### config.mk
export PLATFORM = sky130hd
export DESIGN_NAME = gin_bus
export DESIGN_NICKNAME = d
export VERILOG_FILES = /design/src/rtl/gin_bus.sv
export SDC_FILE = /design/constraint.sdc
export NUM_CORES = 1
export LEC_CHECK = 0
export BUFFER_PORTS_ARGS = -buffer_cell sky130_fd_sc_hd__buf_2
export CAP_MARGIN = 25
export CORE_AREA = 2 2 124 126
export CTS_CLUSTER_DIAMETER = 80
export CTS_CLUSTER_SIZE = 28
export DETAILED_ROUTE_END_ITERATION = 8
export DIE_AREA = 0 0 126 128
export GPL_TIMING_DRIVEN = 0
export PLACE_DENSITY_LB_ADDON = 0.12
export SLEW_MARGIN = 5
export SYNTH_ARGS = -nofsm -noshare
export SYNTH_HDL_FRONTEND = slang
export SYNTH_SLANG_ARGS = --single-unit
### constraint.sdc
create_clock -name clk -period 4.42 [get_ports clk]
set_clock_uncertainty 0.1 [all_clocks]
set_input_delay 0 -clock clk [delete_from_list [all_inputs] [get_ports clk]]
set_output_delay 0 -clock clk [all_outputs]
set_load 0.05 [all_outputs]
### src/rtl/gin_bus.sv
// gin_bus: tagged multicast delivery bus for the global input network.
// Each word goes to every target whose scanned-in ID equals its tag.
`ifndef DATA_BITS
`define DATA_BITS 32
`endif

module gin_bus #(
  parameter int NUMS_SLAVE = 8,
  parameter int ID_BITS    = 4,
  parameter int DATA_BITS  = `DATA_BITS
) (
  input  logic                            clk,
  input  logic                            rst,
  input  logic [ID_BITS-1:0]              tag,
  input  logic                            master_valid,
  output logic                            master_ready,
  input  logic [DATA_BITS-1:0]            master_data,
  output logic [NUMS_SLAVE-1:0]           slave_valid,
  input  logic [NUMS_SLAVE-1:0]           slave_ready,
  output logic [DATA_BITS*NUMS_SLAVE-1:0] slave_data,
  input  logic                            set_id,
  input  logic [ID_BITS-1:0]              ID_scan_in,
  output logic [ID_BITS-1:0]              ID_scan_out,
  output logic                            miss
);

  typedef enum logic {
    IDLE,
    SEND
  } state_t;

  state_t                state;
  logic [ID_BITS-1:0]    id [NUMS_SLAVE];
  logic [NUMS_SLAVE-1:0] pending;
  logic [NUMS_SLAVE-1:0] match;
  logic [DATA_BITS-1:0]  data_q;
  logic                  last;
  logic                  accept;

  // Tag compare against the IDs as they stand before any shift this cycle
  always_comb begin
    match = '0;
    for (int k = 0; k < NUMS_SLAVE; k++) begin
      match[k] = (id[k] == tag);
    end
  end

  // Word is finished once every still-pending target handshakes now
  always_comb begin
    last = 1'b1;
    if (state == SEND) begin
      last = ((pending & ~slave_ready) == '0);
    end
  end

  assign master_ready = last;
  assign accept       = master_valid & last;
  assign slave_valid  = pending;
  assign slave_data   = {NUMS_SLAVE{data_q}};
  assign ID_scan_out  = id[NUMS_SLAVE-1];

  // ID scan chain, independent of the data path
  always_ff @(posedge clk or negedge rst) begin
    if (!rst) begin
      for (int k = 0; k < NUMS_SLAVE; k++) begin
        id[k] <= '0;
      end
    end else if (set_id) begin
      id[0] <= ID_scan_in;
      for (int k = 1; k < NUMS_SLAVE; k++) begin
        id[k] <= id[k-1];
      end
    end
  end

  // Delivery FSM: latch word and mask, retire targets as they handshake
  always_ff @(posedge clk or negedge rst) begin
    if (!rst) begin
      state   <= IDLE;
      pending <= '0;
      data_q  <= '0;
      miss    <= 1'b0;
    end else begin
      miss <= 1'b0;
      if (accept) begin
        data_q  <= master_data;
        pending <= match;
        if (match != '0) begin
          state <= SEND;
        end else begin
          state <= IDLE;
          miss  <= 1'b1;
        end
      end else if (state == SEND) begin
        pending <= pending & ~slave_ready;
        if (last) begin
          state <= IDLE;
        end
      end
    end
  end

endmodule

Word level (Yosys, flattened, before mapping)
Index checks and enable logic that the tools add are counted.

Equal/unequal tests: 8. Muxes and demuxes: 9. Reductions and logical operators: 3. Bitwise logic cells: 3.

Operators by type and width (number): $eq 4x4->1 (8); $mux 8 (2); $and 8x8->8 (1); $logic_not 8->1 (1); $not 8->8 (1); $reduce_bool 8->1 (1); $mux 1 (7); $reduce_bool 2->1 (1); $and 1x1->1 (1).

Word-level logic and storage cells: 35. Output and inout port bits: 270. Input port bits: 52. Flip-flop bits (word level): 74.

Depth between registers and ports, before layout
Gate-level depths: netlist (run 1).

Word-level depth: 7. Depth in mapped cells: 6. Mapped depth without buffers: 5.

Least setup slack after synthesis (run 1)
OpenSTA, ideal clock, no wires.

Kind: register to register. Start: register pending[3] (netlist: slave_valid[3]). End: register data_q[0]. Arrival time: 2.303 ns. Library setup time: 0.125 ns. Cell stages (with the launch flop): 7. Data required time: 4.195 ns. Period minus slack after synthesis: 2.528 ns. Setup slack: 1.892 ns. Path buffers: 1. Path through: dfrtp_1 > clkinv_1 > o22ai_1 > o41ai_4 > nand2_2 > buf_6 > mux2_4.

Longest elaborated chain between the ends: 4.

RTL lines: from (decl) (line 34) `logic [NUMS_SLAVE-1:0] pending;`; from (signal assigned) (line 87) `pending <= match;`; from (signal assigned) (line 95) `pending <= pending & ~slave_ready;`; $and 8x8->8 (line 52) `last = ((pending & ~slave_ready) == '0);`; $logic_not 8->1 (line 52); $mux 1 (line 51) `if (state == SEND) begin`; net master_ready (line 16) `output logic master_ready,`; $and 1x1->1 (line 57) `assign accept = master_valid & last;`; to (signal assigned) (line 86) `data_q <= master_data;`; to (decl) (line 36) `logic [DATA_BITS-1:0] data_q;`.

The timed path passes the listed nets, and every way through them passes these cells. A chain may end at the register's enable or synchronous reset.

Worst setup path in the final report (run 1)
Start: register pending[3] (netlist: slave_valid[3]). End: register data_q[21].

Longest elaborated chain between the ends: 4.

RTL lines (line): $and 8x8->8 (52); $logic_not 8->1 (52); $mux 1 (51); $and 1x1->1 (57).

No other way between the ends.

==> results of run 1 <==
## cell usage after synthesis
cell / number
clkinv_1: 2
buf_2: 4
nand2_2: 1
xor2_1: 32
dfrtp_1: 74
a21bo_2: 1
buf_4: 228
o22ai_1: 4
mux2_2: 33
o41ai_4: 1
buf_1: 3
buf_6: 4
nand2_1: 1
mux2_4: 39
inv_1: 6
a21oi_1: 8
nor2_1: 1
clkbuf_1: 2
nor4_1: 10
## cell type report
class	count	area share [%]
clock inverters	5	0.812
flip-flops and latches	74	24.0
clock buffers	11	3.15
plain buffers	241	23.3
repair buffers	363	26.9
multi-input cells	131	18.4
inverters	8	0.390
well taps	188	3.05
## registers in the layout, summed over array words and instances, names as in the netlist
name / flops
slave_valid: 8
id: 28
data_q: 32
state: 1
miss: 1
ID_scan_out: 4
## path summary, 6_finish.rpt
path / slack [ns] / startpoint / end
setup / recovery: 2.48 / slave_valid[3] / data_q[21]
hold / removal: 0.01 / set_id / id[4]
setup reg to reg: 2.48 / slave_valid[3] / data_q[21]
hold reg to reg: 0.45 / id[30] / id[30]
max in group asynchronous: 3.56 / rst / id[23]
min in group asynchronous: 0.09 / rst / slave_valid[7]
## kinds of logic after synthesis
family,share of synthesized area (%)
compound gates,2.01
xor+xnor,5.50
buf+inv,35.8
flops,36.4
mux,18.8
simple gates,1.50
## routing by layer
layer / global-route usage (%) / vias up
met2: 28.9 / 134
met3: 6.68 / 5
met5: 0 / -
met4: 2.52 / 0
met1: 17.1 / 1851
li1: - / 1996
## where the power goes
part | internal [mW] | switching, mW | total [mW]
Sequential | 0.837 | 0.235 | 1.07
Clock | 0.455 | 0.288 | 0.743
Combinational | 1.14 | 2.38 | 3.53
## worst max-delay path, cell delays in order (launching register included)
cell      delay [ns]
dfrtp_1         0.38
clkinv_1        0.06
o22ai_1         0.11
o41ai_4         0.45
nand2_2         0.20
buf_6           0.21
mux2_4          0.30
## stage by stage
step                setup slack [ns]  area, sq um  cells  hold slack (ns)  utilization (%)
floorplan                       1.89         5090    454           -0.396                -
global placement                2.48         6910    958            0.134             46.5
detailed placement              2.46         6940    959           -0.105             46.7
CTS                             2.45         7710   1021          0.00529             51.8
global route                    2.39         7710   1021           0.0171             51.8
finish                          2.48         7710   1021           0.0146             51.8
## repair_timing
action                                  4_1_cts  5_1_grt
hold endpoints to repair                    119        0
hold buffers                                 46        0
endpoints found under the setup margin        0        0
resized for setup                             0        0
==> run_results.csv, run 1 <==
group,metric,value,unit
status,outcome,"completed",
setup_path,cp-start-kind,"flip-flop",
clock_tree,cts_tree,"yes",
drt,via_per_inst,3.90,
logic_synthesis,yosysUniqueCellTypes,19,
clock_tree,postCtsSetupRepairBufs,0,
drt,drt_first_iter_violations,57,
logic_synthesis,syn_inst,454,
placed_design,hpwl,10600,um
logic_synthesis,ys.warnings.count,0,
pwr,power_density,693,nW/um^2
die,core_area,14900,sq um
clock_tree,htree_levels,3,
setup_path,crit_arrival,2.05,ns
drt,highest_layer,"met4",
logic_synthesis,synth_area_per_cell,11.2,sq um
final_layout,seqCellArea,1850,sq um
die,dieArea,16100,sq um
global_route,grt_max_degree,45,
drt,wl_met3,1160,um
clock_tree,clk_pin_slew,0.06,ns
logic_synthesis,synth-seq-cells,74,
pwr,ir_drop,386,uV
job,cap_violations,0,
pwr,power_leakage,4.29,nW
global_route,gr-total-overflow,0,
setup_path,rr_worst_depth,6,
logic_synthesis,synth_area_leader_cell,"dfrtp_1",
sta,max_clock_freq,517,MHz
logic_synthesis,syn-cell-area,5090,sq um
final_layout,fillers,1366,
logic_synthesis,yosys-top-cells-area,"dfrtp_1 (36%), buf_4 (34%), mux2_4 (11%), mux2_2 (7.3%), xor2_1 (5.5%)",
sta,slew_headroom,57.1,%
pwr,fin_total_pwr,5.34,mW
drt,wire_per_inst,13.2,um
min_path,hold_class,"primary input to flip-flop",
setup_path,critPathKind,"flip-flop to flip-flop",
setup_path,crit_fanout,10,
die,num_io_pins,322,
global_route,antenna_found_initial,0,
global_route,grt_pass1_vias,3787,
placed_design,numPortBuffers,316,
final_layout,area_growth_syn_to_layout,51.3,%
global_route,grt_usage,15.7,%
setup_path,crit_path_end_kind,"flip-flop",
drt,drc,0,
logic_synthesis,syn-num-nets,506,
drt,ant_nets,0,
final_layout,multiInputGateArea,1420,sq um
sta,hold_violations,0,
clock_tree,worstSkewPairLatency,0.34,ns
final_layout,mostFrequentLayoutCells,"buf_2 (319), buf_4 (229), dfrtp_1 (74), dlygate4sd3_1 (46), mux2_4 (39)",
sta,tightest_slew,0.644,ns
clock_tree,clock_sinks,74,
clock_tree,numCtsBuffers,9,
sta,period_minus_slack,1.94,ns
die,initial_core_util,34.3,%
final_layout,drive_above_1_share,77.2,%
sta,grt_setup_unrepaired,"no",
sta,finalCritPeriodShare,43.8,%
setup_path,crit_required,4.53,ns
placed_design,place.gp.congestion,0.741,
clock_tree,ctsLongestPathBuffers,2,
final_layout,diodes,0,
sta,finalSetupViolCount,0,
drt,routed-via-count,3986,
final_layout,final_common_cell,"buf_2",
die,rows,45,
global_route,grt_pass1_wl,20000,um
logic_synthesis,synth_top_area_share,36.4,%
final_layout,nets,880,
clock_tree,clock-root-buffer,"clkbuf_16",
sta,slew_violations,0,
die,die_y,128,um
sta,finalSetupTns,0,ns
drt,met2_length,7150,um
drt,first_pass_iters,3,
drt,wl_met1,5070,um
logic_synthesis,seq_area_frac_synth,36.4,%
die,die_w,126,um
drt,drt_wl_total,13400,um
min_path,whs_path_depth,2,
Note: power is estimated with default switching activity, not from simulation.
==> inputs of run 2 (changes only) <==
==> constraint.sdc (replaced) <==
create_clock -name clk -period 1.7 [get_ports clk]
set_clock_uncertainty 0.1 [all_clocks]
set_input_delay 0 -clock clk [delete_from_list [all_inputs] [get_ports clk]]
set_output_delay 0 -clock clk [all_outputs]
set_load 0.05 [all_outputs]
==> run_results.csv, run 2 (synthesis gave the netlist of run 1 again) <==
group,metric,value,unit
drt,ant_nets,0,
sta,max_clock_freq,526,MHz
min_path,hold_class,"primary input to flip-flop",
final_layout,drive_above_1_share,80.0,%
clock_tree,cts_tree,"yes",
placed_design,numPortBuffers,316,
drt,drc,0,
sta,period_minus_slack,1.90,ns
final_layout,top_register,"data_q",
die,core_area,14900,sq um
sta,tightest_slew,0.617,ns
drt,first_pass_iters,4,
global_route,gr-total-overflow,0,
drt,drt_first_iter_violations,73,
setup_path,crit_path_cell_trace,"inv_2 > o22ai_4 > o41ai_4 > nand2_4 > buf_6 > mux2_4",
setup_path,cp-start-kind,"flip-flop",
setup_path,crit_arrival,2.02,ns
die,die_y,128,um
placed_design,hpwl,10700,um
setup_path,crit_buf_inv,2,
pwr,power_density,1810,nW/um^2
final_layout,final_cells,1026,
global_route,grt_pass1_wl,20800,um
drt,wire_per_inst,13.3,um
pwr,ir_drop,1170,uV
drt,met2_length,7430,um
sta,finalSetupTns,-7.63,ns
global_route,antenna_found_initial,0,
sta,finalSetupViolCount,41,
drt,wl_met3,887,um
drt,drt_wl_total,13600,um
setup_path,crit_fanout,10,
setup_path,rrSetupSlack,-0.20,ns
final_layout,mostFrequentLayoutCells,"buf_2 (318), buf_4 (237), dfrtp_1 (68), dlygate4sd3_1 (43), mux2_4 (39)",
final_layout,area_growth_syn_to_layout,54.8,%
final_layout,diodes,0,
drt,wl_met1,5190,um
sta,timing.final.ws_setup,-0.200,ns
clock_tree,clk_pin_slew,0.06,ns
sta,hold_violations,0,
placed_design,placed_cells,959,
clock_tree,numCtsBuffers,9,
status,violations,"negative setup slack",
global_route,grt_max_degree,42,
setup_path,crit_path_top_delay_cell,"o41ai_4",
setup_path,cp_top_family,"compound AO/OA/AOI/OAI gates",
die,initial_core_util,34.3,%
placed_design,dp_slack,-0.257,ns
die,rows,45,
sta,grt_setup_unrepaired,"yes",
clock_tree,clock-root-buffer,"clkbuf_16",
clock_tree,ctsLongestPathBuffers,2,
die,num_io_pins,322,
global_route,grt_pass1_vias,3872,
sta,hold_slack,0.0213,ns
pwr,power_leakage,4.34,nW
final_layout,final_common_cell,"buf_2",
sta,slew_violations,0,
die,die_w,126,um
final_layout,nets,885,
placed_design,place.gp.congestion,0.780,
drt,highest_layer,"met4",
sta,slew_headroom,58.9,%
drt,routed-via-count,4052,
setup_path,crit_required,1.82,ns
setup_path,critPathKind,"flip-flop to flip-flop",
clock_tree,htree_levels,3,
global_route,grt_usage,16.3,%
clock_tree,clock_sinks,74,
setup_path,crit_path_end_kind,"flip-flop",
final_layout,largest_register_ffs,32,
drt,via_per_inst,3.95,
die,dieArea,16100,sq um
setup_path,max_stage_delay,0.47,ns
clock_tree,worstSkewPairLatency,0.34,ns
status,outcome,"finished, violations left",
job,cap_violations,0,
sta,finalCritPeriodShare,112,%
[run 2: changes by cell type in the layout (fill, tap and decap cells not counted), moves of 5 or more]
| cell | previous run | this run |
|---|---|---|
| nor4_1 | 10 | 5 |
| dfrtp_2 | 0 | 6 |
| dfrtp_1 | 74 | 68 |
| buf_4 | 229 | 237 |
[run 2: worst paths after layout]
| kind | from | cells past startpoint | end |
|---|---|---|---|
| min in group asynchronous | rst | 2 | data_q[8] |
| setup reg to reg | slave_valid[6] | 6 | data_q[30] |
| setup / recovery | slave_valid[6] | 6 | data_q[30] |
| max in group asynchronous | rst | 3 | data_q[20] |
| hold reg to reg | id[28] | 1 | id[24] |
| hold / removal | slave_ready[5] | 3 | slave_valid[5] |
[run 2: per-stage QoR]
stage | area (sq um) | util [%] | power [mW]
after global placement | 6930 | 46.6 | 12.0
final | 7880 | 53.0 | 14.3
after CTS | 7840 | 52.7 | 14.4
after detailed placement | 6950 | 46.8 | 12.0
after global routing | 7880 | 53.0 | 14.9
after floorplan | 5110 | - | 10.3
[run 2: layout make-up]
| type | instances | area [sq um] |
|---|---|---|
| inverters | 8 | 32.5 |
| clock buffers | 11 | 233 |
| repair buffers | 368 | 2110 |
| flip-flops and latches | 74 | 1860 |
| fillers | 1359 | 6980 |
| well taps | 188 | 235 |
| plain buffers | 241 | 1810 |
| multi-input cells | 131 | 1500 |
| clock inverters | 5 | 104 |
[run 2: power by group]
part | internal [mW] | total (mW) | switching, mW
logic | 3.06 | 9.33 | 6.27
clock network | 1.43 | 2.14 | 0.708
registers | 2.18 | 2.80 | 0.616
total | 6.68 | 14.3 | 7.59
[run 2: metal layers]
layer | vias to the layer above | GRT usage, %
met2 | 140 | 29.5
met1 | 1907 | 18.8
met5 | - | 0
met4 | 0 | 3.75
met3 | 6 | 5.26
li1 | 1999 | -
[run 2: worst register-to-register path: cells and delay by family (launching register included)]
family | cells | cell delay [ns]
compound gates | 2 | 0.55
flops | 1 | 0.41
mux | 1 | 0.30
buf+inv | 2 | 0.27
simple gates | 1 | 0.15
[run 2: repair_timing]
item | 4_1_cts | 5_1_grt
hold buffers | 43 | 0
setup buffers | 8 | 0
pin swaps | 2 | 3
gates resized for setup | 13 | 7
setup endpoints to repair | 43 | 43
hold endpoints to repair | 117 | 0
==> inputs of run 3 (changes only) <==
--- a/config.mk
+++ b/config.mk
@@ -13,7 +13,7 @@
 export DETAILED_ROUTE_END_ITERATION = 8
 export DIE_AREA = 0 0 126 128
 export GPL_TIMING_DRIVEN = 0
-export PLACE_DENSITY_LB_ADDON = 0.12
+export PLACE_DENSITY_LB_ADDON = 0.1
 export SLEW_MARGIN = 5
 export SYNTH_ARGS = -nofsm -noshare
 export SYNTH_HDL_FRONTEND = slang
==> run_results.csv, run 3 (synthesis gave the netlist of run 1 again) <==
group,metric,value,unit
drt,ant_nets,0,
pwr,power_frac_comb,65.9,%
drt,via_per_inst,3.94,
final_layout,diodes,0,
pwr,power.internal,6.66,mW
die,rows,45,
die,die_w,126,um
pwr,p_switching,7.68,mW
clock_tree,clock_sinks,74,
setup_path,crit_required,1.81,ns
pwr,power_density,1780,nW/um^2
die,dieArea,16100,sq um
setup_path,crit_path_cell_trace,"inv_2 > o22ai_2 > o41ai_4 > nand2_4 > buf_12 > buf_12 > mux2_4",
clock_tree,worstSkewPairLatency,0.33,ns
drt,drc,0,
pwr,ir_drop,995,uV
min_path,whs_path_depth,3,
setup_path,crit_path_end_kind,"flip-flop",
global_route,antenna_found_initial,0,
sta,timing.final.ws_setup,-0.195,ns
global_route,grt_pass1_wl,20300,um
sta,hold_violations,0,
sta,slew_violations,0,
drt,wl_met1,5340,um
setup_path,critPathKind,"flip-flop to flip-flop",
setup_path,rr_worst_depth,7,
status,outcome,"finished, violations left",
drt,drt_first_iter_violations,99,
setup_path,rrSetupSlack,-0.20,ns
drt,first_pass_iters,4,
sta,max_clock_freq,528,MHz
sta,grt_setup_unrepaired,"yes",
setup_path,crit_path_top_delay_cell,"o41ai_4",
placed_design,dp_slack,-0.207,ns
drt,highest_layer,"met4",
placed_design,hpwl,10500,um
clock_tree,cts_tree,"yes",
job,cap_violations,0,
sta,slew_headroom,58.2,%
die,initial_core_util,34.3,%
setup_path,crit_buf_inv,3,
setup_path,crit_fanout,10,
clock_tree,clk_pin_slew,0.06,ns
drt,routed-via-count,4046,
placed_design,place.gp.congestion,0.756,
setup_path,cp_top_family,"compound AO/OA/AOI/OAI gates",
die,core_area,14900,sq um
clock_tree,htree_levels,3,
drt,wire_per_inst,13.1,um
final_layout,final_common_cell,"buf_2",
clock_tree,ctsLongestPathBuffers,2,
global_route,grt_max_degree,52,
pwr,power_leakage,4.39,nW
pwr,clockPowerShare,14.6,%
setup_path,cp-start-kind,"flip-flop",
clock_tree,numCtsBuffers,9,
setup_path,crit_arrival,2.01,ns
min_path,hold_class,"primary input to flip-flop",
die,num_io_pins,322,
drt,wl_met3,694,um
drt,met2_length,7300,um
final_layout,largest_register_ffs,32,
drt,drt_wl_total,13500,um
global_route,grt_pass1_vias,3846,
sta,finalSetupViolCount,42,
global_route,gr-total-overflow,0,
sta,finalSetupTns,-7.14,ns
sta,period_minus_slack,1.90,ns
pwr,seqPwrFrac,19.5,%
setup_path,cp_num_cells,7,
die,die_y,128,um
status,violations,"negative setup slack",
setup_path,max_stage_delay,0.42,ns
placed_design,numPortBuffers,316,
clock_tree,clock-root-buffer,"clkbuf_16",
global_route,grt_usage,15.8,%
setup_path,cpMostUsedCell,"buf_12",
final_layout,drive_above_1_share,81.8,%
final_layout,nets,887,
final_layout,top_register,"data_q",
final_layout,area_growth_syn_to_layout,58.0,%
sta,finalCritPeriodShare,111,%
pwr,p_sw_share,53.5,%
final_layout,mostFrequentLayoutCells,"buf_2 (318), buf_4 (234), dfrtp_1 (68), dlygate4sd3_1 (44), mux2_4 (39)",
sta,tightest_slew,0.627,ns
run 3: path summary, 6_finish.rpt:
check                               startpoint        endpoint
worst max-delay path            slave_valid[6]       data_q[3]
worst min-delay path            slave_ready[1]  slave_valid[1]
worst max register to register  slave_valid[6]       data_q[3]
worst min register to register           id[4]  ID_scan_out[0]
max in group asynchronous                  rst  slave_valid[6]
min in group asynchronous                  rst       data_q[4]
run 3: area by class of cell:
type | instances | area, sq um
fill | 1313 | 6820
timing repair buffer | 370 | 2170
sequential | 74 | 1860
buffer | 241 | 1830
multi-input combinational | 131 | 1590
clock buffer | 11 | 243
tap | 188 | 235
clock inverter | 5 | 86.3
inverter | 8 | 32.5
run 3: power groups by stage:
| stage | Clock [mW] | Combinational [mW] | Sequential (mW) |
|---|---|---|---|
| 6_report | 2.09 | 9.44 | 2.80 |
| 5_1_grt | 2.24 | 9.80 | 2.91 |
| 4_1_cts | 2.17 | 9.37 | 2.81 |
| 3_5_place_dp | 0 | 9.15 | 2.84 |
| 3_3_place_gp | 0 | 9.14 | 2.80 |
| 2_1_floorplan | 0 | 6.86 | 3.39 |
run 3: metrics by stage:
stage | instance area, sq um | util [%] | power (mW) | hold WS [ns] | instances
after detailed placement | 6960 | 46.8 | 12.0 | -0.158 | 959
after global placement | 6930 | 46.6 | 11.9 | 0.132 | 958
final | 8050 | 54.1 | 14.3 | 0.0214 | 1028
after floorplan | 5110 | - | 10.3 | -0.396 | 454
after CTS | 7890 | 53.0 | 14.4 | 0.00122 | 1027
after global routing | 8050 | 54.1 | 15.0 | 0.00998 | 1028
run 3: metal layers:
metal / vias up / GRT usage (%)
li1: 1995 / -
met1: 1892 / 19.0
met2: 145 / 28.8
met3: 14 / 3.17
met4: 0 / 4.07
met5: - / 0
run 3: timing repair:
action / CTS / global route
hold buffers: 44 / 0
pin swaps: 2 / 4
endpoints found under the hold margin: 118 / 0
buffers inserted: 7 / 1
setup endpoints to repair: 42 / 43
gates resized for setup: 15 / 27
gates cloned: 1 / 0
run 3: worst register-to-register path: cells and delay by family, from the launching register on:
kind            cells  cell delay (ns)
compound gates      2             0.51
buf+inv             3             0.35
flops               1             0.41
mux                 1             0.30
simple gates        1             0.10
